<file path="config.mk">
export PLATFORM = sky130hd
export DESIGN_NAME = lsu_mem_port
export DESIGN_NICKNAME = d
export VERILOG_FILES = /design/src/rtl/lsu_mem_port.sv
export SDC_FILE = /design/constraint.sdc
export NUM_CORES = 1
export LEC_CHECK = 0
export ABC_AREA = 1
export BUFFER_PORTS_ARGS = -buffer_cell sky130_fd_sc_hd__buf_2
export CORE_MARGIN = 1
export CORE_UTILIZATION = 47
export CTS_BUF_LIST = sky130_fd_sc_hd__clkbuf_4 sky130_fd_sc_hd__clkbuf_8
export CTS_CLUSTER_DIAMETER = 50
export DETAILED_ROUTE_END_ITERATION = 10
export GPL_TIMING_DRIVEN = 0
export PLACE_DENSITY = 0.88
export SKIP_CTS_REPAIR_TIMING = 1
export SYNTH_ARGS = -nofsm -noshare
export SYNTH_HDL_FRONTEND = slang
export SYNTH_SLANG_ARGS = --single-unit
export TNS_END_PERCENT = 1
</file>
<file path="constraint.sdc">
create_clock -name clk -period 3.28 [get_ports clk]
set_input_delay 0 -clock clk [delete_from_list [all_inputs] [get_ports clk]]
set_output_delay 0 -clock clk [all_outputs]
set_load 0.02 [all_outputs]
</file>
<file path="src/rtl/lsu_mem_port.sv">
// ---------------------------------------------------------------------------
// lsu_mem_port
// MEM-stage initiator for the byte-lane data memory adapter. Loads and stores
// from EX/MEM are checked (funct3 and, optionally, alignment), then issued on
// the adapter's byte-addressed request port. Loads wait for a variable-latency
// read_valid (bounded by a timeout) while the pipeline is stalled, and return
// sign/zero-extended data to writeback as a one-cycle response pulse.
//
// Ports
//   clk, rst            clock, synchronous active-high reset
//   req_valid           request present (held stable while stall=1)
//   req_is_store        1 = store, 0 = load
//   req_funct3          RV32 funct3 (LB/LH/LW/LBU/LHU, SB/SH/SW)
//   req_addr            byte address
//   req_wdata           store data, unshifted (byte0 goes to req_addr)
//   stall               freeze upstream stages
//   resp_valid          one-cycle response pulse
//   resp_fault          qualifies resp_valid: bad funct3, misaligned, timeout
//   resp_rdata          extended load data, 0 on fault
//   mem_address         adapter address
//   mem_write_data      adapter write data
//   mem_write_enable    adapter write enable
//   mem_write_mask      adapter byte mask (bit i = byte i from address)
//   mem_read_enable     adapter read enable
//   mem_read_data       adapter read data (byte0 = byte at mem_address)
//   mem_read_valid      adapter read data valid this cycle
// ---------------------------------------------------------------------------
module lsu_mem_port #(
   parameter int ALLOW_MISALIGNED = 1,
   parameter int TIMEOUT_CYCLES   = 15
) (
   input  logic        clk,
   input  logic        rst,
   input  logic        req_valid,
   input  logic        req_is_store,
   input  logic [2:0]  req_funct3,
   input  logic [31:0] req_addr,
   input  logic [31:0] req_wdata,
   output logic        stall,
   output logic        resp_valid,
   output logic        resp_fault,
   output logic [31:0] resp_rdata,
   output logic [31:0] mem_address,
   output logic [31:0] mem_write_data,
   output logic        mem_write_enable,
   output logic [3:0]  mem_write_mask,
   output logic        mem_read_enable,
   input  logic [31:0] mem_read_data,
   input  logic        mem_read_valid
);

   // Keep the counter at least one bit wide when the timeout is disabled.
   localparam int CNT_W = (TIMEOUT_CYCLES > 0) ? $clog2(TIMEOUT_CYCLES + 1) : 1;
   localparam logic [CNT_W-1:0] TO_VAL = CNT_W'(TIMEOUT_CYCLES);

   typedef enum logic [1:0] {
      S_IDLE    = 2'd0,
      S_RD_WAIT = 2'd1,
      S_RESP    = 2'd2
   } state_t;

   state_t            state_q, state_d;
   logic [CNT_W-1:0]  cnt_q, cnt_d;
   logic [31:0]       addr_q, addr_d;
   logic [2:0]        f3_q, f3_d;
   logic              resp_fault_q, resp_fault_d;
   logic [31:0]       resp_rdata_q, resp_rdata_d;

   logic              accept;
   logic              legal;
   logic              ld_go;
   logic              st_go;

   // funct3 legality plus optional natural-alignment check. funct3[1:0]
   // encodes the size for both loads and stores (0=B, 1=H, 2=W).
   function automatic logic req_legal(input logic       is_store,
                                      input logic [2:0] f3,
                                      input logic [1:0] a);
      logic ok;
      if (is_store) ok = (f3 <= 3'd2);
      else          ok = !((f3 == 3'd3) || (f3 == 3'd6) || (f3 == 3'd7));
      if (ALLOW_MISALIGNED == 0) begin
         if ((f3[1:0] == 2'd1) && a[0])          ok = 1'b0;
         if ((f3[1:0] == 2'd2) && (a != 2'b00))  ok = 1'b0;
      end
      return ok;
   endfunction

   // Adapter already rotates lanes, so the addressed byte is always byte0.
   function automatic logic [31:0] load_extend(input logic [2:0]  f3,
                                               input logic [31:0] d);
      logic [31:0] r;
      case (f3)
         3'd0:    r = {{24{d[7]}}, d[7:0]};
         3'd1:    r = {{16{d[15]}}, d[15:0]};
         3'd4:    r = {24'd0, d[7:0]};
         3'd5:    r = {16'd0, d[15:0]};
         default: r = d;
      endcase
      return r;
   endfunction

   assign accept = req_valid && (state_q != S_RD_WAIT);
   assign legal  = req_legal(req_is_store, req_funct3, req_addr[1:0]);
   assign ld_go  = accept && legal && !req_is_store;
   assign st_go  = accept && legal && req_is_store;

   // State register; control and response outputs are reset.
   always_ff @(posedge clk) begin
      if (rst) begin
         state_q      <= S_IDLE;
         cnt_q        <= '0;
         resp_fault_q <= 1'b0;
         resp_rdata_q <= 32'd0;
      end else begin
         state_q      <= state_d;
         cnt_q        <= cnt_d;
         resp_fault_q <= resp_fault_d;
         resp_rdata_q <= resp_rdata_d;
      end
   end

   // Latched load context; only meaningful while in RD_WAIT.
   always_ff @(posedge clk) begin
      addr_q <= addr_d;
      f3_q   <= f3_d;
   end

   // Next-state logic.
   always_comb begin
      state_d      = state_q;
      cnt_d        = cnt_q;
      addr_d       = addr_q;
      f3_d         = f3_q;
      resp_fault_d = 1'b0;
      resp_rdata_d = 32'd0;
      case (state_q)
         S_IDLE, S_RESP: begin
            state_d = S_IDLE;
            if (accept) begin
               if (!legal) begin
                  state_d      = S_RESP;
                  resp_fault_d = 1'b1;
               end else if (!req_is_store) begin
                  state_d = S_RD_WAIT;
                  cnt_d   = '0;
                  addr_d  = req_addr;
                  f3_d    = req_funct3;
               end
            end
         end
         S_RD_WAIT: begin
            if (mem_read_valid) begin
               state_d      = S_RESP;
               resp_rdata_d = load_extend(f3_q, mem_read_data);
            end else begin
               cnt_d = cnt_q + CNT_W'(1);
               if ((TIMEOUT_CYCLES != 0) && (cnt_d == TO_VAL)) begin
                  state_d      = S_RESP;
                  resp_fault_d = 1'b1;
               end
            end
         end
         default: state_d = S_IDLE;
      endcase
   end

   // Output logic: memory request port and stall.
   always_comb begin
      mem_address      = 32'd0;
      mem_write_data   = 32'd0;
      mem_write_enable = 1'b0;
      mem_write_mask   = 4'b0000;
      mem_read_enable  = 1'b0;
      if (st_go) begin
         mem_write_enable = 1'b1;
         mem_address      = req_addr;
         mem_write_data   = req_wdata;
         case (req_funct3[1:0])
            2'd0:    mem_write_mask = 4'b0001;
            2'd1:    mem_write_mask = 4'b0011;
            default: mem_write_mask = 4'b1111;
         endcase
      end else if (ld_go) begin
         mem_read_enable = 1'b1;
         mem_address     = req_addr;
      end else if (state_q == S_RD_WAIT) begin
         mem_read_enable = 1'b1;
         mem_address     = addr_q;
      end
      stall = (state_q == S_RD_WAIT) || ld_go;
   end

   assign resp_valid = (state_q == S_RESP);
   assign resp_fault = resp_fault_q;
   assign resp_rdata = resp_rdata_q;

endmodule
</file>
Yosys cells after proc, flatten, opt, wreduce, memory -nomap -nowiden
Cells that the tools add are included.
{"block": "classes", "addsub": 1, "n_reduce_logical": 17, "n_eq_ne": 16, "muxes": 28, "magnitude_cmp": 1, "bitwise": 3}
{"cell": "two-way mux 32 bit", "count": 4}
{"cell": "case mux 32 bit (4 select lines)", "count": 1}
{"cell": "two-way mux 4 bit", "count": 5}
{"cell": "case mux 4 bit (2 select lines)", "count": 2}
{"cell": "== test 3 bit (second input constant)", "count": 4}
{"cell": "two-way mux 1 bit", "count": 10}
{"cell": "two-way mux 2 bit", "count": 4}
{"cell": "!= test 2 bit (second input constant)", "count": 4}
{"cell": "AND reduction 5 bit", "count": 1}
{"cell": "adder 4 x 1 -> 4 bit (second input constant)", "count": 1}
{"cell": "== test 2 x 1 -> 1 bit (second input constant)", "count": 2}
{"cell": "== test 4 bit (second input constant)", "count": 1}
{"cell": "logical AND 1 bit", "count": 4}
{"cell": "logical NOT 2 bit", "count": 2}
{"cell": "case mux 2 bit (2 select lines)", "count": 1}
{"cell": "AND reduction 4 bit", "count": 1}
{"cell": "== test 3 x 1 -> 1 bit (second input constant)", "count": 1}
{"cell": "== test 3 x 2 -> 1 bit (second input constant)", "count": 1}
{"cell": "less-or-equal comparator 3 x 2 -> 1 bit (second input constant)", "count": 1}
{"cell": "logical NOT 3 bit", "count": 1}
{"cell": "logical OR 1 bit", "count": 3}
{"cell": "!= test 3 bit (second input constant)", "count": 1}
{"cell": "inverter 1 bit", "count": 3}
{"cell": "OR reduction 3 bit", "count": 1}
{"cell": "6 further kinds", "count": 7}
{"block": "word_totals", "regBits": 74, "output_inout_bits": 105, "inputBits": 104, "wordCells": 72}

Logic depth before layout (Yosys ltp)
Gate-level depths: netlist of the first run.
{"block": "logic_depth", "depth_word": 9, "ltp_mapped": 9, "mapped_depth_nobuf": 9}

Least setup slack after synthesis of the first run
No wires, ideal clock.
{"block": "synth_timing", "kind": "flip-flop to flip-flop", "from": "register state_q[1]", "to": "register addr_q[0] (enable)", "setup_time_ns": 0.390, "required_ns": 2.890, "stages_incl_launch_ff": 7, "arrival_time_ns": 1.523, "slack_ns": 1.367, "path_buffers": 0, "period_less_slack_ns": 1.913, "cell_sequence": "dfxtp_1 > inv_1 > nand2_1 > nand2_1 > nor2_1 > nand2_1 > inv_1"}
{"block": "synth_between", "elab_chain_len": 3, "elab_cells_between_ends": 6, "classes_between": "eq/ne: 2; reduce/logical: 4"}
{"element": "start: declaration", "line_no": "62", "source": "state_t state_q, state_d;"}
{"element": "start signal: assignment", "line_no": "116", "source": "state_q <= state_d;"}
{"element": "== test 2 bit (tied with other cells)", "line_no": "137", "source": "case (state_q)"}
{"element": "OR reduction 2 bit / logical AND 1 bit (equally long branches)", "line_no": "137, 103"}
{"element": "AND reduction 4 bit (no line) (*)"}
{"element": "end signal: assignment", "line_no": "125", "source": "addr_q <= addr_d;"}
{"element": "end: declaration", "line_no": "64", "source": "logic [31:0] addr_q, addr_d;"}
Every way passes the cells marked *; elsewhere a longest branch is shown, timed or not.
A chain may end at the register's enable or synchronous reset.

Worst setup path in the final report of the first run
{"block": "layout_timing", "from": "register state_q[1]", "to": "output mem_write_data[28]"}
{"block": "layout_between", "elab_chain_len": 5}
{"element": "!= test 2 x 1 -> 1 bit", "line_no": "103", "source": "assign accept = req_valid && (state_q != S_RD_WAIT);"}
{"element": "logical AND 1 bit", "line_no": "103"}
{"element": "logical AND 1 bit (2 in a row)", "line_no": "106", "source": "assign st_go = accept && legal && req_is_store;"}
{"element": "two-way mux 32 bit", "line_no": "175", "source": "if (st_go) begin"}
{"element": "end: declaration", "line_no": "44", "source": "output logic [31:0] mem_write_data,"}
Every way passes these cells.

==> summary.md, run 1 <==
| Metric | Value |
|---|---|
| Run status | `finished with violations` |
| Failing checks | `design-rule violations` |
| Synth Area in Adders | `less than 1%` |
| RSZ-0062 raised after global routing | `false` |
| Final min period | `between 2 and 2.5 ns` |
| CTS Buf Count | `9` |
| MaxCap Viol Count | `0` |
| Number of synthesized register bits | `between 70 and 80` |
| Setup TNS | `0 ns` |
| Worst EP required | `3.28 ns` |
| Starting density of the core | `roughly half` |
| Worst hold slack | `0.01934 ns` |
| Crit start category | `flop` |
| Port Buffers | `208` |
| F_max | `475.9 MHz` |
| # H-tree levels | `3` |
| Clk buf depth | `2` |
| R2R depth | `7` |
| First-pass GRT wire length | `12920 µm` |
| DR WL met2 | `roughly 5500 µm` |
| Sequential Power Share | `between 40% and 50%` |
| M1 WL | `~3600 µm` |
| Maximum net fanout on the critical path | `10` |
| PwrDens | `401.2 nW/µm²` |
| Hold path depth | `4` |
| HP Class | `input port to flop` |
| Met3 wire len | `a little under 600 µm` |
| Share of the synthesized area in compound gates (AO/OA/AOI/OAI) | `approximately 16%` |
| Post-Synth Simple-Gate Area | `between 10 and 15%` |
| Routed vias | `roughly 3400` |
| Initial antenna violation count | `0` |
| Largest family of logic cells by synthesized area | `compound AO/OA/AOI/OAI gates` |
| Ant. Diodes | `0` |
| Worst slack, placed | `between 0.8 and 0.9 ns` |
| Finished Layout Cells | `about 700` |
| Clk root buf | `clkbuf_8` |
| XOR/XNOR Fraction of Synth Area | `0.5538%` |
| Comb power frac | `18.7%` |
| Placed insts | `615` |
| Mapped Cells | `330` |
| Initial DRC count | `approximately 130` |
| Commonest cells after routing, fill and taps aside | `buf_2 (217), dlygate4sd3_1 (69), nor2_1 (54), inv_1 (53), nand2_1 (43)` |
| Clock Latency Late Sink | `0.35 ns` |
| Syn nets | `436` |
| Die area | `7062 µm²` |
| Post-Layout Inst Area | `5209 µm²` |
| Grt total ovfl | `0` |
| Mapped Area | `approximately 3200 µm²` |
| Vias in the first global route | `2869` |
| Post-route ant nets | `0` |
| DR WL/cell | `approximately 14 µm` |
| R2R Setup Slk | `around 1.3 ns` |
| Core Region | `about 6400 µm²` |
| Clock Power Share | `33.3%` |
| Total clock sinks | `74` |
| Fin worst setup slack | `~1.2 ns` |
| Rows | `29` |
| Final WL | `between 10000 and 15000 µm` |
| Post-synth cell types | `26` |
| Synth top area share | `between 30% and 40%` |
| Max_slew headroom | `around 64%` |
| Layout overhead on the synthesized area | `64.68%` |
| # setup viols final | `0` |
| Die Y | `84.04 µm` |
| Slew of the pin with the lowest slew margin | `0.5334 ns` |
| DR pass1 iterations | `8` |
| Peak supply drop | `approximately 240 µV` |
| Via density | `4.859` |
| Critical path type | `flop to primary output` |
| CTS tree | `yes` |
| Arrival time worst endpoint | `between 2 and 2.5 ns` |
| Period utilization | `64.06%` |
| Final Hold Viols | `0` |
| HPWL after DPL | `about 6400 µm` |
| Yosys warning count | `0` |
| Leak pwr | `approximately 2.8 nW` |
| Clock transition at path regs | `around 0.080 ns` |
| Post-route DRC | `20` |
| Layout cells sized above 1 | `between 40% and 50%` |
| Syn avg cell area | `9.585 µm²` |
| Post-synthesis sequential area ratio | `approximately 58%` |
| Overall die width | `84.04 µm` |
| # fillers | `roughly 380` |
| Switching pwr | `0.5647 mW` |
| Total power | `2.090 mW` |
| Worst Skew | `~0.010 ns` |
| # IOs | `around 210` |
| Final-stage net count | `around 730` |
| CP Capture Type | `primary output` |
| Final Max Tran Viols | `0` |
| Cell taking the most area after synthesis | `edfxtp_1` |
| Net Sw Frac | `roughly 27%` |
| Top sig layer | `met4` |
| Pin count of the biggest net entering global routing | `36` |
| Top post-synthesis cells by area | `edfxtp_1 (33%), dfxtp_1 (25%), a22o_1 (8.9%)` |
| Post-synthesis mux area share | `0%` |
| Most common cell after layout, fill and taps aside | `buf_2` |
| Routability cong. | `approximately 0.85` |
| Internal Power | `around 1.5 mW` |
| Area after DPL | `roughly 4300 µm²` |
| Post-layout util | `about 81%` |
| GRT Resource Usage Total | `23.64%` |
==> layout make-up <==
| type | instances | area, µm² | share of cell area [%] |
|---|---|---|---|
| clock buffers | 9 | 123.9 | 2.378 |
| clock inverters | 7 | 66.31 | 1.273 |
| flip-flops and latches | 74 | 1832 | 35.17 |
| multi-input cells | 184 | 1020 | 19.58 |
| repair buffers | 278 | 1759 | 33.77 |
| inverters | 54 | 202.7 | 3.891 |
| well taps | 77 | 96.34 | 1.850 |
| plain buffers | 18 | 108.9 | 2.090 |
==> critical path: stages, from the launching register on <==
cell and delay (ns):
dfxtp_1 0.32, inv_1 0.05, nand2_1 0.20, nand2_1 0.23, nor2_4 0.25, nand2_2 0.16, buf_2 0.21, nor2_1 0.14
buf_2 0.19
==> cells in the mapped netlist <==
| library cell | instances |
|---|---|
| nand2_2 | 1 |
| edfxtp_1 | 35 |
| inv_1 | 53 |
| nor3_4 | 1 |
| nor3_1 | 1 |
| buf_4 | 2 |
| a21oi_2 | 10 |
| nor2_1 | 54 |
| o21ai_2 | 1 |
| nor2_4 | 1 |
| clkbuf_1 | 4 |
| a21oi_4 | 1 |
| a21oi_1 | 19 |
| or2_2 | 2 |
| buf_6 | 3 |
| dfxtp_1 | 39 |
| buf_2 | 9 |
| clkinv_1 | 1 |
| o21ai_0 | 3 |
| or2_1 | 1 |
| nand3_1 | 9 |
| ha_1 | 2 |
| xor2_1 | 2 |
| o211ai_1 | 1 |
| a22o_1 | 32 |
| nand2_1 | 43 |
==> kinds of logic after synthesis <==
| logic type | after synthesis |
|---|---|
| AND/OR/NAND/NOR | 113 |
| flip-flops | 74 |
| buffers and inverters | 72 |
| AO/OA/AOI/OAI | 67 |
| XOR/XNOR | 2 |
| adder cells (fa/ha/maj) | 2 |
==> power groups by stage <==
stage                     clock network [mW]  logic (mW)  registers, mW
after global placement                     0       0.303           1.02
final                                  0.696       0.390           1.00
after global routing                   0.743       0.420           1.01
after CTS                              0.703       0.313           1.00
after detailed placement                   0       0.311           1.03
after floorplan                            0       0.173           1.03
==> final timing paths <==
check | to | from
hold reg to reg | cnt_q[0] | cnt_q[0]
hold / removal | resp_fault | mem_read_valid
setup / recovery | mem_write_data[28] | state_q[1]
setup reg to reg | addr_q[6] | state_q[1]
==> sequential cells by signal, indices dropped and copies added (netlist names) <==
register and cells:
f3_q 3, resp_rdata 32, state_q 2, resp_fault 1, addr_q 32, cnt_q 4
==> metal layers <==
layer / vias up / global-route usage, %
met1: 1550 / 25.85
met4: 0 / 12.23
met5: - / 0
met3: 38 / 4.154
met2: 168 / 43.52
li1: 1650 / -
(Power assumes the default switching activity.)
==> inputs of run 2 (changes only) <==
- CORE_UTILIZATION: 47 -> 43
- PLACE_DENSITY: 0.88 -> 0.82
- clock period: 3.28 -> 2.2 ns (I/O delays scaled with it)
==> summary.md, run 2 (synthesis results as in run 1) <==
| Metric | Value |
|---|---|
| Run status | `finished with violations` |
| Failing checks | `negative hold slack` |
| Routed vias | `around 3500` |
| MaxCap Viol Count | `0` |
| First-pass GRT wire length | `approximately 13000 µm` |
| Arrival time worst endpoint | `2.00 ns` |
| Vias in the first global route | `2854` |
| Grt total ovfl | `0` |
| HP Class | `input port to flop` |
| Final Max Tran Viols | `0` |
| Worst slack, placed | `-0.1352 ns` |
| Final WL | `between 10000 and 15000 µm` |
| Via density | `slightly below 5` |
| GRT Resource Usage Total | `21.39%` |
| Rows | `30` |
| Period utilization | `90.92%` |
| Finished Layout Cells | `between 700 and 800` |
| CTS Buf Count | `9` |
| Worst Skew | `about 0.0092 ns` |
| Slew of the pin with the lowest slew margin | `between 0.4 and 0.5 ns` |
| Core Region | `between 6000 and 7000 µm²` |
| Commonest cells after routing, fill and taps aside | `buf_2 (217), dlygate4sd3_1 (68), nor2_1 (54), inv_1 (52), nand2_1 (43)` |
| Placed insts | `~630` |
| Crit start category | `flop` |
| Ant. Diodes | `0` |
| Layout overhead on the synthesized area | `66.38%` |
| HPWL after DPL | `6552 µm` |
| Worst EP required | `~2.2 ns` |
| Clock Latency Late Sink | `about 0.33 ns` |
| R2R depth | `6` |
| # H-tree levels | `3` |
| R2R Setup Slk | `0.26 ns` |
| Post-route DRC | `0` |
| DR pass1 iterations | `6` |
| PwrDens | `slightly above 600 nW/µm²` |
| Initial DRC count | `139` |
| Critical Path Source | `state_q[1]` |
| RR Startpoint | `state_q[0]` |
| Clock transition at path regs | `0.08 ns` |
| RSZ-0062 raised after global routing | `false` |
| DR WL/cell | `about 14 µm` |
| Post-route ant nets | `0` |
| Setup TNS | `0 ns` |
| Overall die width | `between 80 and 90 µm` |
| Final min period | `2.000 ns` |
| Clk root buf | `clkbuf_8` |
| Maximum net fanout on the critical path | `10` |
| Peak supply drop | `around 290 µV` |
| # IOs | `about 210` |
| CP Capture Type | `primary output` |
| Worst hold slack | `-0.002424 ns` |
| End point of the critical path | `mem_write_mask[0]` |
| Routability cong. | `between 0.8 and 0.9` |
| Starting density of the core | `a little under half` |
| Layout cells sized above 1 | `approximately two fifths` |
| CTS tree | `yes` |
| Post-layout util | `between 70% and 80%` |
| Die Y | `87.77 µm` |
| Leak pwr | `between 2 and 3 nW` |
| Fin worst setup slack | `around 0.2 ns` |
| F_max | `500.0 MHz` |
| FF-to-FF End | `addr_q[29]` |
| # setup viols final | `0` |
| Final-stage net count | `a little over 700` |
| Initial antenna violation count | `0` |
| Die area | `about 7700 µm²` |
| Total clock sinks | `74` |
| Final Hold Viols | `1` |
| Most common cell after layout, fill and taps aside | `buf_2` |
| Clk buf depth | `2` |
| Port Buffers | `between 200 and 250` |
| Max_slew headroom | `68.09%` |
| Critical path type | `flop to primary output` |
| Pin count of the biggest net entering global routing | `36` |
## run 2: changes by cell type in the layout (fill, tap and decap cells not counted), sizes merged
cell and change:
inv -3, bufinv +1, clkbuf +1, clkinvlp +1
dlygate4sd3 -1
## run 2: cell type report
class | instances | area, µm²
fill | 441 | 1682
inverter | 54 | 206.4
sequential | 74 | 1832
clock buffer | 10 | 137.6
tap | 96 | 120.1
multi-input combinational | 184 | 1020
buffer | 18 | 108.9
timing repair buffer | 277 | 1749
clock inverter | 6 | 88.84
## run 2: how the worst min path moves through the flow
| stage | depth (start not counted) | from | to | slack, ns |
|---|---|---|---|---|
| 4_1_cts | 1 | req_addr[7] | addr_q[7] | -0.16 |
| 5_1_grt | 3 | req_valid | resp_fault | 0.01 |
| 2_1_floorplan | 1 | rst | resp_fault | 0.07 |
| 3_5_place_dp | 1 | req_addr[13] | addr_q[13] | 0.19 |
| 3_3_place_gp | 1 | req_addr[10] | addr_q[10] | 0.19 |
| 6_report | 3 | req_valid | resp_fault | -0.002 |
## run 2: routing by layer
metal | wire length, µm | part of all wire, % | global-route usage, % | up-vias
li1 | - | - | - | 1659
met1 | 3711 | 36 | 22.81 | 1605
met2 | 5658 | 55 | 40.38 | 202
met3 | 807 | 7.8 | 5.844 | 12
met4 | 130 | 1.3 | 7.154 | 0
met5 | 0 | 0 | 0 | -
## run 2: worst max-delay path, stage by stage, from the launching register on
cell	delay, ns
dfxtp_1	0.32
inv_1	0.04
nand2_1	0.19
nand2_1	0.20
nor2_4	0.23
nand2_2	0.14
buf_2	0.20
inv_1	0.09
buf_4	0.10
buf_2	0.14
## run 2: stage by stage
step	cell area, µm²	power, mW
finish	5263	3.251
detailed placement	4324	1.997
CTS	4551	3.150
global placement	4324	1.982
global route	5263	3.379
floorplan	3163	1.789
## run 2: power breakdown
group          switching, mW  total (mW)  internal [mW]
sequential            0.0159        1.50           1.48
clock                  0.497        1.17          0.672
combinational          0.315       0.585          0.269
total                  0.828        3.25           2.42
==> inputs of run 3 (changes only) <==
- CORE_UTILIZATION: 43 -> 39
- PLACE_DENSITY: 0.82 -> 0.78
- clock period: 2.2 -> 1.76 ns (I/O delays scaled with it)
==> summary.md, run 3 (synthesis results as in run 1) <==
| Metric | Value |
|---|---|
| Run status | `finished, final reports clean` |
| HP Class | `input port to flop` |
| Max_slew headroom | `71.66%` |
| Grt total ovfl | `0` |
| Critical path type | `flop to primary output` |
| Routability cong. | `0.9419` |
| Final min period | `between 1.5 and 2 ns` |
| # H-tree levels | `3` |
| DR WL/cell | `~14 µm` |
| Layout cells sized above 1 | `42.52%` |
| Total power | `between 3 and 4 mW` |
| R2R Setup Slk | `roughly 0.090 ns` |
| CTS tree | `yes` |
| Layout overhead on the synthesized area | `68.31%` |
| Ant. Diodes | `0` |
| Final WL | `10140 µm` |
| Clk root buf | `clkbuf_8` |
| Area after DPL | `around 4300 µm²` |
| Final Max Tran Viols | `0` |
| Core Region | `roughly 8000 µm²` |
| Final Hold Viols | `0` |
| Clk buf depth | `2` |
| Hold path depth | `3` |
| F_max | `between 500 and 600 MHz` |
| Setup TNS | `0 ns` |
| HPWL after DPL | `around 6400 µm` |
| Routed vias | `3413` |
| Arrival time worst endpoint | `1.71 ns` |
| Overall die width | `between 90 and 100 µm` |
| Worst hold slack | `0.03424 ns` |
| Worst Skew | `between 0.008 and 0.009 ns` |
| DR pass1 iterations | `4` |
| # setup viols final | `0` |
| Pin count of the biggest net entering global routing | `36` |
| Final-stage net count | `between 700 and 800` |
| Peak supply drop | `between 300 and 400 µV` |
| Via density | `approximately 4.7` |
| Die area | `~8500 µm²` |
| Worst EP required | `1.76 ns` |
| Most common cell after layout, fill and taps aside | `buf_2` |
| Maximum net fanout on the critical path | `10` |
| Worst slack, placed | `-0.2928 ns` |
| Crit start category | `flop` |
| Post-route DRC | `0` |
| Port Buffers | `around 210` |
| PwrDens | `around 740 nW/µm²` |
| RSZ-0062 raised after global routing | `true` |
| Clock Latency Late Sink | `approximately 0.33 ns` |
| Commonest cells after routing, fill and taps aside | `buf_2 (207), dlygate4sd3_1 (69), nor2_1 (54), inv_1 (52), nand2_1 (41)` |
| Post-Layout Inst Area | `between 5000 and 6000 µm²` |
| GRT Resource Usage Total | `~19%` |
| CP Capture Type | `primary output` |
| Period utilization | `between 90% and 100%` |
| Leak pwr | `between 2 and 3 nW` |
| Fin worst setup slack | `between 0.05 and 0.06 ns` |
| Die Y | `between 90 and 100 µm` |
| Slew of the pin with the lowest slew margin | `~0.43 ns` |
| Initial DRC count | `approximately 120` |
| R2R depth | `5` |
| Total clock sinks | `74` |
| MaxCap Viol Count | `0` |
| Vias in the first global route | `around 2800` |
| Post-route ant nets | `0` |
| CTS Buf Count | `9` |
| # IOs | `~210` |
| Initial antenna violation count | `0` |
| First-pass GRT wire length | `about 13000 µm` |
| Starting density of the core | `40.72%` |
| Clock transition at path regs | `~0.07 ns` |
| Rows | `32` |
[run 3: through the flow]
step | util, % | std cells
after global placement | 55.82 | 640
after global routing | 68.54 | 730
final | 68.54 | 730
after detailed placement | 55.82 | 640
after CTS | 58.39 | 656
after floorplan | - | 330
[run 3: final timing paths]
check,from,endpoint
worst max-delay path,state_q[1],mem_address[16]
worst min-delay path,req_valid,resp_fault
worst max register to register,state_q[0],addr_q[25]
worst min register to register,cnt_q[1],cnt_q[1]
[run 3: power by group]
group / leakage, nW / switching [mW] / internal [mW] / total, mW
Sequential: 0.637 / 0.0188 / 1.85 / 1.87
Clock: 0.108 / 0.573 / 0.738 / 1.31
Combinational: 2.05 / 0.397 / 0.346 / 0.743
Total: 2.80 / 0.988 / 2.94 / 3.93
[run 3: worst max-delay path: stages (launching register included)]
cell and delay, ns:
dfxtp_1 0.31, inv_1 0.06, nand2_4 0.11, nand2_4 0.09, nor2_4 0.19, clkbuf_4 0.27, a22o_1 0.17, buf_2 0.17
[run 3: area by class of cell]
type | instances | area [µm²]
plain buffers | 18 | 122.6
clock buffers | 13 | 160.2
clock inverters | 3 | 40.04
fillers | 572 | 2444
inverters | 54 | 210.2
multi-input cells | 184 | 1040
flip-flops and latches | 74 | 1832
well taps | 102 | 127.6
repair buffers | 281 | 1784
repair inverters | 1 | 7.507
[run 3: layer usage]
layer  vias to the layer above  share of wire (%)  wire (µm)  global-route usage (%)
met5                         -                  0          0                       0
met3                        30                6.0        608                   4.395
met2                       180                 54       5447                   35.20
met1                      1537                 37       3766                   21.42
li1                       1666                  -          -                       -
met4                         0                3.2        320                   8.203
